<file path="src/rtl/alu_seq_if.sv">
// Handshake bundle for alu_seq: operand/opcode request channel and result/flag channel.
// The master drives requests and accepts results; the slave is the ALU.
interface alu_seq_if #(
  parameter int WIDTH = 8
);
  logic             in_valid;
  logic             in_ready;
  logic [WIDTH-1:0] in_a;
  logic [WIDTH-1:0] in_b;
  logic [3:0]       opcode;
  logic             out_valid;
  logic             out_ready;
  logic [WIDTH-1:0] out_result;
  logic             carry;
  logic             overflow;
  logic             zero;
  logic             err;
  logic             busy;

  modport master (
    output in_valid, in_a, in_b, opcode, out_ready,
    input  in_ready, out_valid, out_result, carry, overflow, zero, err, busy
  );

  modport slave (
    input  in_valid, in_a, in_b, opcode, out_ready,
    output in_ready, out_valid, out_result, carry, overflow, zero, err, busy
  );
endinterface

</file>
<file path="src/rtl/alu_seq.sv">
// Handshaked ALU with iterative unsigned multiply/divide/remainder, one operation in flight.
// IDLE accepts, CALC evaluates (one cycle for simple ops, WIDTH steps plus a finish cycle otherwise), DONE holds the result.
module alu_seq #(
  parameter int WIDTH = 8
) (
  input  logic     clk,
  input  logic     rst,
  alu_seq_if.slave bus
);

  localparam int CNT_W = $clog2(WIDTH + 1);

  localparam logic [3:0] OP_ADD  = 4'd0;
  localparam logic [3:0] OP_SUB  = 4'd1;
  localparam logic [3:0] OP_NOT  = 4'd2;
  localparam logic [3:0] OP_AND  = 4'd3;
  localparam logic [3:0] OP_OR   = 4'd4;
  localparam logic [3:0] OP_XOR  = 4'd5;
  localparam logic [3:0] OP_SLT  = 4'd6;
  localparam logic [3:0] OP_EQ   = 4'd7;
  localparam logic [3:0] OP_MUL  = 4'd8;
  localparam logic [3:0] OP_DIVU = 4'd9;
  localparam logic [3:0] OP_REMU = 4'd10;

  typedef enum logic [1:0] {
    S_IDLE = 2'd0,
    S_CALC = 2'd1,
    S_DONE = 2'd2
  } state_t;

  function automatic logic is_iter(input logic [3:0] op);
    return (op == OP_MUL) || (op == OP_DIVU) || (op == OP_REMU);
  endfunction

  state_t                 state_q, state_d;
  logic [CNT_W-1:0]       cnt_q, cnt_d;
  logic [WIDTH-1:0]       a_q, b_q;
  logic [3:0]             op_q;
  logic [2*WIDTH-1:0]     prod_q, prod_d;

  logic [WIDTH-1:0]       res_q, res_d;
  logic                   carry_q, carry_d;
  logic                   ovf_q, ovf_d;
  logic                   zero_q, zero_d;
  logic                   err_q, err_d;

  logic                   accept;
  logic                   last;
  logic                   step;

  assign accept = bus.in_valid && (state_q == S_IDLE);
  // Simple ops finish on their first CALC cycle; iterative ops after WIDTH steps.
  assign last   = !is_iter(op_q) || (cnt_q == CNT_W'(WIDTH));
  assign step   = (state_q == S_CALC) && !last;

  // State register
  always_ff @(posedge clk or posedge rst) begin
    if (rst) begin
      state_q <= S_IDLE;
      cnt_q   <= '0;
    end else begin
      state_q <= state_d;
      cnt_q   <= cnt_d;
    end
  end

  // Next-state logic
  always_comb begin
    state_d = state_q;
    cnt_d   = cnt_q;
    unique case (state_q)
      S_IDLE: begin
        if (accept) begin
          state_d = S_CALC;
          cnt_d   = '0;
        end
      end
      S_CALC: begin
        if (last) state_d = S_DONE;
        else      cnt_d   = cnt_q + CNT_W'(1);
      end
      S_DONE: begin
        if (bus.out_ready) state_d = S_IDLE;
      end
      default: state_d = S_IDLE;
    endcase
  end

  // Iterative datapath: prod_q holds {acc_hi, multiplier} for MUL, {remainder, dividend/quotient} for divide.
  logic [WIDTH:0] mul_sum;
  logic [WIDTH:0] div_shift;
  logic [WIDTH:0] div_diff;
  logic           div_ok;

  assign mul_sum   = {1'b0, prod_q[2*WIDTH-1:WIDTH]} + {1'b0, (prod_q[0] ? a_q : {WIDTH{1'b0}})};
  assign div_shift = {prod_q[2*WIDTH-1:WIDTH], prod_q[WIDTH-1]};
  assign div_diff  = div_shift - {1'b0, b_q};
  assign div_ok    = !div_diff[WIDTH];

  always_comb begin
    prod_d = prod_q;
    if (accept) begin
      prod_d = {{WIDTH{1'b0}}, ((bus.opcode == OP_MUL) ? bus.in_b : bus.in_a)};
    end else if (step) begin
      if (op_q == OP_MUL) begin
        prod_d = {mul_sum, prod_q[WIDTH-1:1]};
      end else if (div_ok) begin
        prod_d = {div_diff[WIDTH-1:0], prod_q[WIDTH-2:0], 1'b1};
      end else begin
        prod_d = {div_shift[WIDTH-1:0], prod_q[WIDTH-2:0], 1'b0};
      end
    end
  end

  always_ff @(posedge clk) begin
    prod_q <= prod_d;
    if (accept) begin
      a_q  <= bus.in_a;
      b_q  <= bus.in_b;
      op_q <= bus.opcode;
    end
  end

  // Result and flag evaluation
  logic [WIDTH:0]          add_w;
  logic [WIDTH:0]          sub_w;
  logic signed [WIDTH-1:0] a_s, b_s;

  assign add_w = {1'b0, a_q} + {1'b0, b_q};
  assign sub_w = {1'b0, a_q} + {1'b0, ~b_q} + (WIDTH+1)'(1);
  assign a_s   = a_q;
  assign b_s   = b_q;

  always_comb begin
    res_d   = '0;
    carry_d = 1'b0;
    ovf_d   = 1'b0;
    err_d   = 1'b0;
    case (op_q)
      OP_ADD: begin
        res_d   = add_w[WIDTH-1:0];
        carry_d = add_w[WIDTH];
        ovf_d   = (a_q[WIDTH-1] == b_q[WIDTH-1]) && (add_w[WIDTH-1] != a_q[WIDTH-1]);
      end
      OP_SUB: begin
        res_d   = sub_w[WIDTH-1:0];
        carry_d = !sub_w[WIDTH];
        ovf_d   = (a_q[WIDTH-1] != b_q[WIDTH-1]) && (sub_w[WIDTH-1] != a_q[WIDTH-1]);
      end
      OP_NOT: res_d = ~a_q;
      OP_AND: res_d = a_q & b_q;
      OP_OR:  res_d = a_q | b_q;
      OP_XOR: res_d = a_q ^ b_q;
      OP_SLT: res_d = {{(WIDTH-1){1'b0}}, (a_s < b_s)};
      OP_EQ:  res_d = {{(WIDTH-1){1'b0}}, (a_q == b_q)};
      OP_MUL: begin
        res_d   = prod_q[WIDTH-1:0];
        carry_d = |prod_q[2*WIDTH-1:WIDTH];
      end
      OP_DIVU: begin
        err_d = (b_q == '0);
        res_d = (b_q == '0) ? {WIDTH{1'b1}} : prod_q[WIDTH-1:0];
      end
      OP_REMU: begin
        err_d = (b_q == '0);
        res_d = (b_q == '0) ? a_q : prod_q[2*WIDTH-1:WIDTH];
      end
      default: err_d = 1'b1;
    endcase
    zero_d = (res_d == '0);
  end

  // Result register: loaded only on the CALC->DONE transition
  always_ff @(posedge clk or posedge rst) begin
    if (rst) begin
      res_q   <= '0;
      carry_q <= 1'b0;
      ovf_q   <= 1'b0;
      zero_q  <= 1'b0;
      err_q   <= 1'b0;
    end else if ((state_q == S_CALC) && last) begin
      res_q   <= res_d;
      carry_q <= carry_d;
      ovf_q   <= ovf_d;
      zero_q  <= zero_d;
      err_q   <= err_d;
    end
  end

  // Output logic
  always_comb begin
    bus.in_ready   = (state_q == S_IDLE);
    bus.out_valid  = (state_q == S_DONE);
    bus.busy       = (state_q != S_IDLE);
    bus.out_result = res_q;
    bus.carry      = carry_q;
    bus.overflow   = ovf_q;
    bus.zero       = zero_q;
    bus.err        = err_q;
  end

endmodule

</file>
<file path="src/flat_wrapper.sv">
// flat-port wrapper written by rule: the top's interface ports become plain ports
module alu_seq_flat 
#(
  parameter int WIDTH = 8
)
  (clk, rst, bus_in_valid, bus_in_a, bus_in_b, bus_opcode, bus_out_ready, bus_in_ready, bus_out_valid, bus_out_result, bus_carry, bus_overflow, bus_zero, bus_err, bus_busy);
  alu_seq_if #(.WIDTH(WIDTH)) bus_i ();
  input  logic clk;
  input  logic rst;
  input wire logic [$bits(bus_i.in_valid)-1:0] bus_in_valid;
  input wire logic [$bits(bus_i.in_a)-1:0] bus_in_a;
  input wire logic [$bits(bus_i.in_b)-1:0] bus_in_b;
  input wire logic [$bits(bus_i.opcode)-1:0] bus_opcode;
  input wire logic [$bits(bus_i.out_ready)-1:0] bus_out_ready;
  output wire logic [$bits(bus_i.in_ready)-1:0] bus_in_ready;
  output wire logic [$bits(bus_i.out_valid)-1:0] bus_out_valid;
  output wire logic [$bits(bus_i.out_result)-1:0] bus_out_result;
  output wire logic [$bits(bus_i.carry)-1:0] bus_carry;
  output wire logic [$bits(bus_i.overflow)-1:0] bus_overflow;
  output wire logic [$bits(bus_i.zero)-1:0] bus_zero;
  output wire logic [$bits(bus_i.err)-1:0] bus_err;
  output wire logic [$bits(bus_i.busy)-1:0] bus_busy;
  assign bus_i.in_valid = bus_in_valid;
  assign bus_i.in_a = bus_in_a;
  assign bus_i.in_b = bus_in_b;
  assign bus_i.opcode = bus_opcode;
  assign bus_i.out_ready = bus_out_ready;
  assign bus_in_ready = bus_i.in_ready;
  assign bus_out_valid = bus_i.out_valid;
  assign bus_out_result = bus_i.out_result;
  assign bus_carry = bus_i.carry;
  assign bus_overflow = bus_i.overflow;
  assign bus_zero = bus_i.zero;
  assign bus_err = bus_i.err;
  assign bus_busy = bus_i.busy;
  alu_seq #(.WIDTH(WIDTH)) u_core (.clk(clk), .rst(rst), .bus(bus_i));
endmodule
</file>
<file path="config.mk">
export PLATFORM = sky130hd
export DESIGN_NAME = alu_seq_flat
export DESIGN_NICKNAME = d
export VERILOG_FILES = /design/src/rtl/alu_seq_if.sv /design/src/rtl/alu_seq.sv /design/src/flat_wrapper.sv
export SDC_FILE = /design/constraint.sdc
export NUM_CORES = 1
export LEC_CHECK = 0
export BUFFER_PORTS_ARGS = -buffer_cell sky130_fd_sc_hd__buf_2
export CORE_UTILIZATION = 61
export DETAILED_ROUTE_END_ITERATION = 10
export PLACE_DENSITY = 0.87
export SLEW_MARGIN = 10
export SYNTH_ARGS = -nofsm -noshare
export SYNTH_HDL_FRONTEND = slang
export SYNTH_SLANG_ARGS = --single-unit
</file>
<file path="constraint.sdc">
create_clock -name clk -period 3.1 [get_ports clk]
set_input_delay 0.62 -clock clk [delete_from_list [all_inputs] [get_ports clk]]
set_output_delay 0.62 -clock clk [all_outputs]
set_load 0.005 [all_outputs]
</file>
==> results of run 1 <==
==> kinds of logic (layout without fill, tap and decap cells) <==
family / after synthesis / count (layout) / synth area share [%]
AOI/OAI and AO/OA: 170 / 170 / 23.5
buffers and inverters: 65 / 104 / 6.01
DFF: 54 / 54 / 30.4
xor gates and xnor gates: 10 / 10 / 1.84
muxes: 7 / 7 / 1.50
and+or+nand+nor: 204 / 204 / 24.0
adders and majority gates: 46 / 46 / 12.7
==> sequential cells by signal, indices dropped and copies added (netlist names) <==
name	count
u_core.a_q	8
u_core.bus.zero	1
u_core.prod_q	16
u_core.state_q	2
u_core.bus.out_result	8
u_core.op_q	4
u_core.cnt_q	4
u_core.b_q	8
u_core.bus.overflow	1
u_core.bus.carry	1
u_core.bus.err	1
==> layer usage <==
| metal | share of wire [%] | track usage, % |
|---|---|---|
| met4 | 4.8 | 17.7 |
| met1 | 40 | 48.5 |
| met2 | 45 | 56.4 |
| met5 | 0 | 0 |
| met3 | 10 | 5.13 |
==> where the power goes <==
group / internal [W] / switching (W) / total (W)
clock network: 0.000168 / 0.000264 / 0.000432
logic: 0.000923 / 0.00130 / 0.00223
registers: 0.00102 / 0.000311 / 0.00134
==> area by class of cell <==
cell class              count  share of cell area (%)
flip-flops and latches     54                    28.0
clock inverters             3                   0.555
inverters                  39                    2.82
multi-input cells         437                    58.5
well taps                  99                    2.39
clock buffers               5                    1.33
repair buffers             57                    6.42
==> worst register-to-register path, stage by stage, from the launching register on <==
cell and delay [ns]:
edfxtp_1 0.51, inv_1 0.23, fa_1 0.52, nand2b_1 0.16, a32oi_1 0.21, o311ai_1 0.12, a2111oi_0 0.43, o211ai_1 0.25
nor2_1 0.21, a41o_1 0.18
==> metrics by stage <==
step / util [%] / hold WS [ns] / power [W] / instance area, sq um / setup slack (ns)
CTS: 70.0 / 0.412 / 0.00392 / 5190 / 0.326
floorplan: - / 0.473 / 0.00279 / 4770 / 0.542
finish: 70.0 / 0.396 / 0.00399 / 5190 / 0.242
detailed placement: 68.7 / 0.465 / 0.00348 / 5090 / 0.372
global placement: 68.7 / 0.460 / 0.00338 / 5090 / 0.407
global route: 70.0 / 0.457 / 0.00425 / 5190 / 0.121
==> placed cells by master, fill, tap and decap left out, types with 5 or more instances in the layout <==
cell / instances
clkbuf_8: 5
edfxtp_1: 28
buf_4: 19
and3_1: 6
nor2b_1: 18
buf_2: 38
nor2_1: 39
mux2i_1: 6
nand2b_1: 14
dfxtp_1: 8
o21a_1: 11
ha_1: 42
a21oi_1: 37
o21ai_0: 43
dfrtp_1: 18
nor3_1: 17
xnor2_1: 8
o211ai_1: 5
nand3_1: 8
a31oi_1: 15
inv_1: 39
nand2_1: 45
and2_1: 14
o31ai_1: 5
o22a_1: 5
nor4_1: 7
a211oi_1: 11
==> worst min path at each step <==
stage	startpoint	to	slack, ns	cells after the start
2_1_floorplan	u_core.bus.overflow	u_core.bus.overflow	0.47	2
3_3_place_gp	u_core.bus.overflow	u_core.bus.overflow	0.46	2
3_5_place_dp	u_core.bus.out_result[3]	u_core.bus.out_result[3]	0.47	2
4_1_cts	rst	u_core.state_q[0]	0.41	2
5_1_grt	rst	u_core.cnt_q[3]	0.46	2
6_report	rst	u_core.state_q[0]	0.40	2
==> out/metrics.csv, run 1 <==
metric,value,unit
status,finished clean,
endpoint,u_core.bus.zero,
stdcell_count,694,
synth_cell_types,74,
synthCells,556,
yosys_most_used_dff,edfxtp_1,
netlist_top_cells_area,"edfxtp_1, ha_1, dfrtp_1, o21ai_0, a21oi_1",
syn_to_final_growth,8.82,%
cp_cell_sequence,"inv_1, fa_1, nand2b_1, a32oi_1, o311ai_1, a2111oi_0, o211ai_1, nor2_1, a41o_1",
die_area,8170,sq um
fin_crit,2.86,ns
numCtsBuffers,5,
synth_top_cells_by_count,"nand2_1, o21ai_0, ha_1, inv_1, nor2_1",
yosysWarnings,0,
rr_endpoint,u_core.bus.zero,
grt_overflow,0,
synth_edf_count,28,
grt_max_degree,27,
num_rows,31,
vias,4673,
setup_violations,0,
max-slew-margin-rel,48.4,%
hold_viol,0,
tightest_slew,0.774,ns
syn-num-nets,626,
ctsResizeCount,0,
cap_violations,0,
htree_levels,2,
drt_wl_total,14.4,mm
multi_input_area,3040,sq um
cts_tree,yes,
reg2regPathDepth,9,
fin_skew,0.0158,ns
dr.first_iter.drc_count,564,
synthArstFlopShare,33.3,%
crit_family,compound AO/OA/AOI/OAI gates,
r2r_setup_slack,0.24,ns
r2r-start,u_core.b_q[1],
antenna_found_initial,0,
viasPerCell,6.73,
crit_type,reg -> reg,
power.density,770,nW/um^2
io_pins,39,
critPathCaptureType,flop,
nets,664,
fmax,350,MHz
syn_area,4770,sq um
yosysMostFrequentCell,nand2_1,
arrival,3.12,ns
gp_congestion,1.06,
detail_route.wl_per_cell,20.7,microns
io_buffers,38,
hold_path.class,in -> async,
drcViolationCount,0,
critical_path.startpoint,u_core.b_q[1],
rsz0062_at_grt,false,
die_x,90.4,microns
irDropWorstVdd,467,uV
ant_nets,0,
slowest_delay,0.52,ns
start_util,64.3,%
clk_latency,0.32,ns
maxSlewViolCount,0,
clockRootBuffer,clkbuf_8,
ys_seq_elements,54,
power.leakage,2.21,nW
regArea,1450,sq um
clkSinkCount,54,
num_antenna_cells,0,
hpwlAfterDp,10.8,mm
grtUsageTotal,35.9,%
cts-hold-fix-buffers,0,
crit_fanout,5,
synth.avg_cell_area,8.57,sq um
required,3.36,ns
fillers,561,
synth_top_area_share,17.6,%
grt_first_pass_wirelength,23.1,mm
core_region_area,7410,sq um
critical_path_buf_inv_count,1,
cts.clk_slew.worst_paths,0.11,ns
dp_cells,686,
clockBufferDepth,2,
start_kind,flop,
die_y,90.4,microns
crit_cells,9,
seq_area_frac_synth,30.4,%
drive_gt1_share,13.8,%
crit_path_top_delay_cell,fa_1,
cts_setup_buffers,0,
tns,0,ns
grt_pass1_vias,4480,
first_pass_iters,5,
fin_crit_sh,92.2,%
post-synth-top-area-cell,edfxtp_1,
Power figures use the tool's default switching activity.
==> run 2, diff against run 1 <==
Clock period 3.1 ns to 2.92 ns, I/O delays scaled along.
==> run 2 against run 1 <==
Routed wire length increased by 0.93%. Flip-flop and latch count is the same. Largest power group unchanged. Via count up 2.2%. Critical path type unchanged. Final area grew 2.9%. Count of clock-buffer cells in the layout unchanged. Combinational power increased by 12%. Critical path depth rose by 1.
==> out/metrics.csv, run 2 (same netlist as run 1, synthesis figures left out) <==
metric,value,unit
hpwlAfterDp,11.1,mm
start_util,64.3,%
r2r_setup_slack,0.1,ns
grt_overflow,0,
detail_route.wl_per_cell,20.5,microns
die_y,90.4,microns
p_total,0.00441,W
cts-hold-fix-buffers,0,
gp_congestion,1.01,
regMostFlops,u_core.prod_q,
io_buffers,38,
core_region_area,7410,sq um
max-slew-margin-rel,46.3,%
tightest_slew,0.805,ns
io_pins,39,
viasPerCell,6.75,
clkSinkCount,54,
arrival,3.00,ns
num_rows,31,
largest_reg_flops,16,
hold_viol,0,
fin_skew,0.0121,ns
start_kind,flop,
clockBufferDepth,2,
antenna_found_initial,0,
htree_levels,2,
clockRootBuffer,clkbuf_8,
cp_cell_sequence,"inv_1, ha_1, fa_1, nand2b_1, a21oi_1, nor3_2, o21a_1, or3b_2, a31oi_1, a21oi_1",
first_pass_iters,6,
final_common_cell,nand2_1,
die_area,8170,sq um
rr_endpoint,u_core.prod_q[8],
cts.clk_slew.worst_paths,0.11,ns
final_cell_mix,"nand2_1, o21ai_0, ha_1",
regArea,1450,sq um
r2r-start,u_core.prod_q[7],
die_x,90.4,microns
fin_crit_sh,96.7,%
drt_wl_total,14.5,mm
dr.first_iter.drc_count,670,
vias,4776,
slowest_delay,0.48,ns
required,3.10,ns
multi_input_area,3060,sq um
dpl-instance-area,5170,sq um
crit_type,reg -> reg,
fillers,564,
irDropWorstVdd,504,uV
maxSlewViolCount,0,
syn_to_final_growth,11.9,%
hold_path.class,in -> async,
ant_nets,0,
cts_tree,yes,
critical_path.startpoint,u_core.prod_q[7],
crit_top_cell,a21oi_1,
drcViolationCount,0,
fmax,354,MHz
numCtsBuffers,5,
cap_violations,0,
status,finished clean,
grtUsageTotal,36.0,%
power.density,825,nW/um^2
crit_fanout,8,
endpoint,u_core.prod_q[8],
grt_max_degree,27,
grt_first_pass_wirelength,23.1,mm
nets,678,
num_antenna_cells,0,
drive_gt1_share,16.4,%
final_area,5340,sq um
grt_pass1_vias,4523,
critPathCaptureType,flop,
crit_path_top_delay_cell,or3b_2,
setup_violations,0,
reg2regPathDepth,10,
power.leakage,2.30,nW
clk_latency,0.31,ns
fin_crit,2.82,ns
[run 2: cell types whose count changed in the layout (fill, tap and decap cells not counted), sizes merged]
cell	change
bufinv	+1
clkinv	-2
buf	+14
clkinvlp	+1
[run 2: cell type report]
type                            count  share of cell area, %
Inverter                           39                   2.74
Timing Repair Buffer               71                   8.21
Tap cell                           99                   2.32
Clock buffer                        5                   1.29
Multi-Input combinational cell    437                   57.3
Sequential cell                    54                   27.2
Clock inverter                      3                  0.914
[run 2: worst min-delay path by stage]
stage | from | endpoint | slack, ns | cells past startpoint
final | rst | u_core.bus.out_result[1] | 0.35 | 2
after global routing | rst | u_core.bus.out_result[4] | 0.42 | 2
after CTS | rst | u_core.cnt_q[2] | 0.37 | 2
after detailed placement | u_core.bus.out_result[3] | u_core.bus.out_result[3] | 0.47 | 2
after global placement | u_core.bus.overflow | u_core.bus.overflow | 0.46 | 2
after floorplan | u_core.bus.overflow | u_core.bus.overflow | 0.47 | 2
[run 2: layer usage]
layer	track usage (%)	up-vias	routed length [microns]
met3	6.06	66	1610
li1	-	2159	-
met4	18.4	0	683
met1	48.0	2228	5770
met5	0	-	0
met2	56.5	323	6430
[run 2: through the flow]
| stage | hold slack [ns] | std cells | util, % | setup WS (ns) | setup TNS (ns) |
|---|---|---|---|---|---|
| finish | 0.351 | 708 | 72.0 | 0.0961 | 0 |
| global route | 0.424 | 708 | 72.0 | -0.0382 | -0.0382 |
| CTS | 0.371 | 705 | 71.4 | 0.105 | 0 |
| detailed placement | 0.467 | 697 | 69.8 | 0.149 | 0 |
| global placement | 0.460 | 697 | 69.8 | 0.153 | 0 |
| floorplan | 0.473 | 556 | - | 0.362 | 0 |
[run 2: timing repair]
| item | 4_1_cts | 5_1_grt |
|---|---|---|
| setup buffers | 0 | 3 |
| endpoints found under the setup margin | 0 | 10 |
| resized for setup | 0 | 5 |
[run 2: where the power goes]
group          switching [W]  leakage, nW  internal, W
clock network       0.000266       0.0563     0.000262
logic                0.00145         1.68      0.00103
registers           0.000305        0.564      0.00109
total                0.00202         2.30      0.00238
[run 2: critical path: cells and delay by family (launching register included)]
kind | cells | cell delay, ns
AOI/OAI and AO/OA | 4 | 0.81
and+or+nand+nor | 3 | 0.75
adders and majority gates | 2 | 0.64
DFF | 1 | 0.39
buffers and inverters | 1 | 0.10
